<file path="src/rtl/output_port_allocator_pkg.sv">
// Shared router parameters, flit labels and allocator state types.
// Imported by the output port allocator and its round-robin arbiter.
package output_port_allocator_pkg;

  localparam int PORT_NUM     = 5;
  localparam int VC_NUM       = 2;
  localparam int VC_DEPTH     = 4;
  localparam int PORT_SIZE    = $clog2(PORT_NUM);
  localparam int VC_SIZE      = $clog2(VC_NUM);
  localparam int CREDIT_WIDTH = $clog2(VC_DEPTH + 1);

  typedef enum logic [1:0] {
    HEAD,
    BODY,
    TAIL,
    HEADTAIL
  } flit_label_t;

  typedef enum logic {
    IDLE,
    LOCKED
  } alloc_state_t;

  function automatic logic is_head(
    input flit_label_t l
  );
    return (l == HEAD) || (l == HEADTAIL);
  endfunction

  function automatic logic [PORT_SIZE-1:0] next_port(
    input logic [PORT_SIZE-1:0] p
  );
    if (p == PORT_SIZE'(PORT_NUM - 1))
      return '0;
    return p + 1'b1;
  endfunction

endpackage

</file>
<file path="src/rtl/output_port_allocator_rr_arbiter.sv">
// Combinational N-way round-robin pick starting at ptr_i.
// Returns a one-hot grant, the winner index and a valid flag.
module rr_arbiter
  import output_port_allocator_pkg::*;
#(
  parameter int N = PORT_NUM,
  parameter int W = $clog2(N)
) (
  input  logic [N-1:0] req_i,
  input  logic [W-1:0] ptr_i,
  output logic [N-1:0] grant_o,
  output logic [W-1:0] idx_o,
  output logic         valid_o
);

  logic [W-1:0] w_k;

  // scan ptr, ptr+1, ... and take the first requester
  always_comb begin
    grant_o = '0;
    idx_o   = '0;
    valid_o = 1'b0;
    w_k     = '0;
    for (int i = 0; i < N; i++) begin
      w_k = W'((int'(ptr_i) + i) % N);
      if (!valid_o && req_i[w_k]) begin
        valid_o      = 1'b1;
        grant_o[w_k] = 1'b1;
        idx_o        = w_k;
      end
    end
  end

endmodule

</file>
<file path="src/rtl/output_port_allocator.sv">
// Per-output switch allocator: round-robin head arbitration,
// wormhole lock for a whole packet, per-VC downstream credits.
module output_port_allocator
  import output_port_allocator_pkg::*;
(
  input  logic                             clk,
  input  logic                             rst,
  input  logic [PORT_NUM-1:0]              req_i,
  input  flit_label_t [PORT_NUM-1:0]       req_label_i,
  input  logic [PORT_NUM-1:0][VC_SIZE-1:0] req_vc_i,
  input  logic                             credit_valid_i,
  input  logic [VC_SIZE-1:0]               credit_vc_i,
  output logic [PORT_NUM-1:0]              grant_o,
  output logic                             out_valid_o,
  output logic [VC_SIZE-1:0]               out_vc_o,
  output logic                             locked_o,
  output logic [PORT_SIZE-1:0]             owner_o,
  output logic                             err_o
);

  alloc_state_t                r_state;
  logic [PORT_SIZE-1:0]        r_rr_ptr;
  logic [PORT_SIZE-1:0]        r_owner;
  logic [VC_SIZE-1:0]          r_lock_vc;
  logic [CREDIT_WIDTH-1:0]     r_credit [VC_NUM];
  logic                        r_err;

  logic [PORT_NUM-1:0]         w_elig;
  logic [PORT_NUM-1:0]         w_arb_grant;
  logic [PORT_SIZE-1:0]        w_arb_idx;
  logic                        w_arb_valid;
  logic [PORT_NUM-1:0]         w_grant;
  logic [VC_SIZE-1:0]          w_vc;
  logic                        w_fire;
  logic                        w_head_err;
  flit_label_t                 w_own_lbl;
  logic [VC_NUM-1:0]           w_dec;
  logic [VC_NUM-1:0]           w_inc;
  logic                        w_ovf;

  // a head is eligible only if its target VC has room downstream
  always_comb begin
    w_elig = '0;
    for (int p = 0; p < PORT_NUM; p++) begin
      w_elig[p] = req_i[p]
                && is_head(req_label_i[p])
                && (r_credit[req_vc_i[p]] != '0);
    end
  end

  rr_arbiter #(
    .N (PORT_NUM),
    .W (PORT_SIZE)
  ) u_rr (
    .req_i   (w_elig),
    .ptr_i   (r_rr_ptr),
    .grant_o (w_arb_grant),
    .idx_o   (w_arb_idx),
    .valid_o (w_arb_valid)
  );

  // zero-cycle grant: arbiter when idle, owner only when locked
  always_comb begin
    w_grant    = '0;
    w_vc       = '0;
    w_head_err = 1'b0;
    w_own_lbl  = req_label_i[r_owner];
    if (!rst) begin
      unique case (r_state)
        IDLE: begin
          w_grant = w_arb_grant;
          if (w_arb_valid)
            w_vc = req_vc_i[w_arb_idx];
        end
        LOCKED: begin
          w_vc = r_lock_vc;
          if (req_i[r_owner]) begin
            if (is_head(w_own_lbl))
              w_head_err = 1'b1;
            else if (r_credit[r_lock_vc] != '0)
              w_grant[r_owner] = 1'b1;
          end
        end
        default: ;
      endcase
    end
  end

  assign w_fire = |w_grant;

  // per-VC credit consume/return strobes and overflow detect
  always_comb begin
    w_dec = '0;
    w_inc = '0;
    w_ovf = 1'b0;
    for (int v = 0; v < VC_NUM; v++) begin
      w_dec[v] = w_fire && (w_vc == VC_SIZE'(v));
      w_inc[v] = credit_valid_i && (credit_vc_i == VC_SIZE'(v));
      if (w_inc[v] && !w_dec[v]
          && r_credit[v] == CREDIT_WIDTH'(VC_DEPTH))
        w_ovf = 1'b1;
    end
  end

  // allocation state machine: lock on HEAD, release on TAIL
  always_ff @(posedge clk) begin
    if (rst) begin
      r_state   <= IDLE;
      r_rr_ptr  <= '0;
      r_owner   <= '0;
      r_lock_vc <= '0;
    end else begin
      unique case (r_state)
        IDLE: begin
          if (w_arb_valid) begin
            r_owner <= w_arb_idx;
            if (req_label_i[w_arb_idx] == HEAD) begin
              r_state   <= LOCKED;
              r_lock_vc <= req_vc_i[w_arb_idx];
            end else begin
              r_rr_ptr <= next_port(w_arb_idx);
            end
          end
        end
        LOCKED: begin
          if (w_fire && w_own_lbl == TAIL) begin
            r_state  <= IDLE;
            r_rr_ptr <= next_port(r_owner);
          end
        end
        default: r_state <= IDLE;
      endcase
    end
  end

  // credit counters saturate at depth; sticky error flag
  always_ff @(posedge clk) begin
    if (rst) begin
      for (int v = 0; v < VC_NUM; v++)
        r_credit[v] <= CREDIT_WIDTH'(VC_DEPTH);
      r_err <= 1'b0;
    end else begin
      for (int v = 0; v < VC_NUM; v++) begin
        if (w_dec[v] && !w_inc[v])
          r_credit[v] <= r_credit[v] - 1'b1;
        else if (w_inc[v] && !w_dec[v]
                 && r_credit[v] != CREDIT_WIDTH'(VC_DEPTH))
          r_credit[v] <= r_credit[v] + 1'b1;
      end
      r_err <= r_err | w_head_err | w_ovf;
    end
  end

  assign grant_o     = w_grant;
  assign out_valid_o = w_fire;
  assign out_vc_o    = w_vc;
  assign locked_o    = !rst && (r_state == LOCKED);
  assign owner_o     = rst ? '0 : r_owner;
  assign err_o       = !rst && r_err;

endmodule

</file>
<file path="config.mk">
export PLATFORM = sky130hd
export DESIGN_NAME = output_port_allocator
export DESIGN_NICKNAME = d
export VERILOG_FILES = /design/src/rtl/output_port_allocator_pkg.sv /design/src/rtl/output_port_allocator_rr_arbiter.sv /design/src/rtl/output_port_allocator.sv
export SDC_FILE = /design/constraint.sdc
export NUM_CORES = 1
export LEC_CHECK = 0
export CORE_MARGIN = 1.5
export CORE_UTILIZATION = 29
export DETAILED_ROUTE_END_ITERATION = 8
export SLEW_MARGIN = 20
export SYNTH_ARGS = -nofsm -noshare
export SYNTH_HDL_FRONTEND = slang
export SYNTH_HIERARCHICAL = 1
export SYNTH_SLANG_ARGS = --single-unit
</file>
<file path="constraint.sdc">
create_clock -name clk -period 19.5 [get_ports clk]
set_input_delay 1.95 -clock clk [delete_from_list [all_inputs] [get_ports clk]]
set_output_delay 1.95 -clock clk [all_outputs]
set_load 0.02 [all_outputs]
</file>
==> summary.md <==
| Metric | Value |
|---|---|
| Total Routing Usage GR | `~16%` |
| CP max-delay cell | `a211oi_1` |
| Clk_skew | `roughly 2.3 ps` |
| Final hold violations | `0` |
| Die area | `between 10000 and 15000 um2` |
| EDFF count, synth | `6` |
| N_diodes | `0` |
| Mapped Cells | `roughly 440` |
| Status | `finished, final reports clean` |
| Minimum clock period | `around 9000 ps` |
| Post-CTS Setup Bufs | `0` |
| Synthesis-to-finish area growth | `15.1%` |
| #FFs+latches synth | `16` |
| Routability Congestion | `between 0.9 and 1` |
| Synth Warn # | `6` |
| Mux cell area share after synthesis | `approximately 5.4%` |
| RSZ-0062 raised after global routing | `no` |
| WP data arrival | `~7100 ps` |
| Sequential area share after synthesis | `between 10% and 20%` |
| Critical path type | `in2out` |
| FFs w/ async S/R, synth | `0%` |
| Avg Cell Area, Syn | `slightly below 8 um2` |
| TritonCTS clock tree | `yes` |
| Util after Layout | `between 30% and 40%` |
| Number of vias per cell | `5.78` |
| Crit share post-route | `46.2%` |
| Die Ht | `112 um` |
| Mapped Area | `3430 um2` |
| Combinational family with the most area after synthesis | `compound AO/OA/AOI/OAI gates` |
| Die width | `112 um` |
| Worst-Skew Late Latency | `250 ps` |
| Post-Route WL | `9960 um` |
| Compound-Gate Fraction of Synth Area | `a little over a third` |
| Slew @ Worst Pin | `about 1000 ps` |
| Post-cts hold buffer count | `0` |
| Pin count of the biggest net entering global routing | `23` |
| Setup TNS | `0 ps` |
| Initial core utilization | `~30%` |
| Worst EP required | `roughly 18000 ps` |
| Fmax | `between 100 and 150 MHz` |
| Adder-Cell Fraction of Synth Area | `9.69%` |
| Htree depth | `1` |
| CP cell instances | `clkdlybuf4s50_1 -> xnor2_1 -> nand2_1 -> a211oi_1 -> inv_1 -> nand3_1 -> o32ai_1 -> a211oi_2 -> o211ai_2 -> nand3b_2 -> nor2_1 -> or3_1 -> mux2i_1 -> a211oi_1 -> o21ai_0 -> a21oi_1 -> clkdlybuf4s50_1` |
| Max Slew Vio Count | `0` |
| DR iter-0 viols | `376` |
| Drt first pass iters | `7` |
| Drt wl/cell | `around 16 um` |
| GRT Residual Overflow | `0` |
| CTS Buf Count | `3` |
| DRC viols | `0` |
| Detailed Place HPWL | `7900 um` |
| Port Buf Inserts | `35` |
| Clock transition at path regs | `roughly 50 ps` |
| Initial antenna violation count | `0` |
| Row cnt | `39` |
| Simple-Gate Fraction of Synth Area | `27.2%` |
| Placeable Area | `11500 um2` |
| CP endpoint kind | `output port` |
| Root buf cell | `clkbuf_16` |
| XOR/XNOR Fraction of Synth Area | `between 5 and 6%` |
| Final net count | `roughly 520` |
| Commonest register cell after synthesis | `dfxtp_1` |
| Num Clock Sinks | `16` |
| I/O pin total | `36` |
| Vias | `around 3.5k` |
| Share of layout cells above drive strength 1 | `approximately 12%` |
| Max Root-Sink Buffers | `2` |
| Crit path max fanout | `11` |
| Final ANT Viol Nets | `0` |
| Worst path max stage delay | `about 700 ps` |
| Post-CTS sizing | `0` |
| Number of global-route vias before repair | `3260` |
| Post-synthesis net count | `roughly 490` |
| Max-Cap Viols | `0` |
| Final setup fails | `0` |
| Startpoint types | `input pin` |
| HP Class | `reg2reg` |
| Global-route wire length before repair | `approximately 17000 um` |
| Relative slew slack | `a little under a third` |
| Synth unique cells | `92` |
## critical path: cells and delay by family
| family | cells | cell delay (ps) |
|---|---|---|
| AO/OA/AOI/OAI | 7 | 2150 |
| XOR/XNOR | 1 | 140 |
| buffers and inverters | 3 | 1530 |
| multiplexers | 1 | 150 |
| AND/OR/NAND/NOR | 5 | 1130 |
## path summary, 6_finish.rpt
kind | startpoint | to | slack (ps) | cells after the start
worst max-delay path | req_label_i[8] | out_vc_o | 10490 | 17
worst min-delay path | r_err$_SDFF_PP0_ | r_err$_SDFF_PP0_ | 530 | 2
worst min register to register | r_err$_SDFF_PP0_ | r_err$_SDFF_PP0_ | 530 | 2
worst max register to register | r_rr_ptr[1]$_SDFFE_PP0P_ | r_credit[0][2]$_SDFFCE_PP1P_ | 12350 | 24
## cell families (layout without fill, tap and decap cells)
kind of cell | count (synthesis) | after routing
simple gates | 172 | 172
compound gates | 149 | 149
buf+inv | 45 | 68
fa+ha+maj | 26 | 26
mux | 17 | 17
xor+xnor | 16 | 16
flops | 16 | 16
## state kept, by name (all words and copies together) (netlist names), named ones only
register / cells
r_credit: 6
r_state: 1
r_owner: 3
r_rr_ptr: 3
r_err: 1
r_lock_vc: 1
## per-layer routing
metal,up-vias,part of all wire (%),global-route usage (%)
li1,1719,-,-
met1,1668,49,23.9
met2,110,45,25.3
met3,9,4.8,1.74
met4,0,0.74,2.36
met5,-,0,0
## Yosys cell counts, drive strengths merged (9+ instances only)
library cell,instances,area (um2)
o21ai,22,121
a21oi,33,195
dfxtp,10,200
inv,27,101
nor2,46,173
ha,25,313
nand2,36,138
mux2i,13,134
xnor2,15,169
buf,14,101
nand3,14,92.6
and2,9,66.3
a211oi,14,120
nor2b,9,56.3
nor3,16,90.1
## layout by cell type, fill, tap and decap left out, types with 4 or more instances in the layout
| master | Yosys | routed |
|---|---|---|
| ha_1 | 25 | 25 |
| nand3_1 | 11 | 11 |
| nor2b_1 | 9 | 9 |
| a21oi_1 | 29 | 29 |
| o211ai_1 | 5 | 5 |
| nand2b_1 | 7 | 7 |
| nand2_1 | 35 | 35 |
| inv_1 | 24 | 24 |
| dfxtp_1 | 10 | 10 |
| o221ai_1 | 4 | 4 |
| a32o_1 | 6 | 6 |
| o21ai_0 | 17 | 17 |
| nor2_1 | 46 | 46 |
| a211oi_1 | 11 | 11 |
| a31oi_1 | 5 | 5 |
| and2_1 | 5 | 5 |
| mux2i_1 | 12 | 12 |
| edfxtp_1 | 6 | 6 |
| clkdlybuf4s50_1 | 0 | 35 |
| xnor2_1 | 13 | 13 |
| and2_4 | 4 | 4 |
| or3_1 | 6 | 6 |
| nor3_1 | 14 | 14 |
| o31a_1 | 4 | 4 |
| o31ai_1 | 8 | 8 |
## through the flow
| step | instances | setup WS (ps) | cell area (um2) | hold slack (ps) |
|---|---|---|---|---|
| floorplan | 441 | 12270 | 3430 | 481 |
| global placement | 603 | 10760 | 3860 | 511 |
| detailed placement | 603 | 10670 | 3860 | 515 |
| CTS | 607 | 10630 | 3950 | 532 |
| global route | 607 | 10070 | 3950 | 579 |
| finish | 607 | 10490 | 3950 | 526 |
## final cells by class
| type | instances | area [um2] |
|---|---|---|
| Fill cell | 1202 | 7520 |
| Multi-Input combinational cell | 380 | 2840 |
| Sequential cell | 16 | 380 |
| Timing Repair Buffer | 37 | 365 |
| Tap cell | 143 | 179 |
| Inverter | 27 | 101 |
| Clock buffer | 4 | 88.8 |
Power is not shown: default switching activity piles up to over one toggle a cycle in this logic, so the estimate is an artifact.
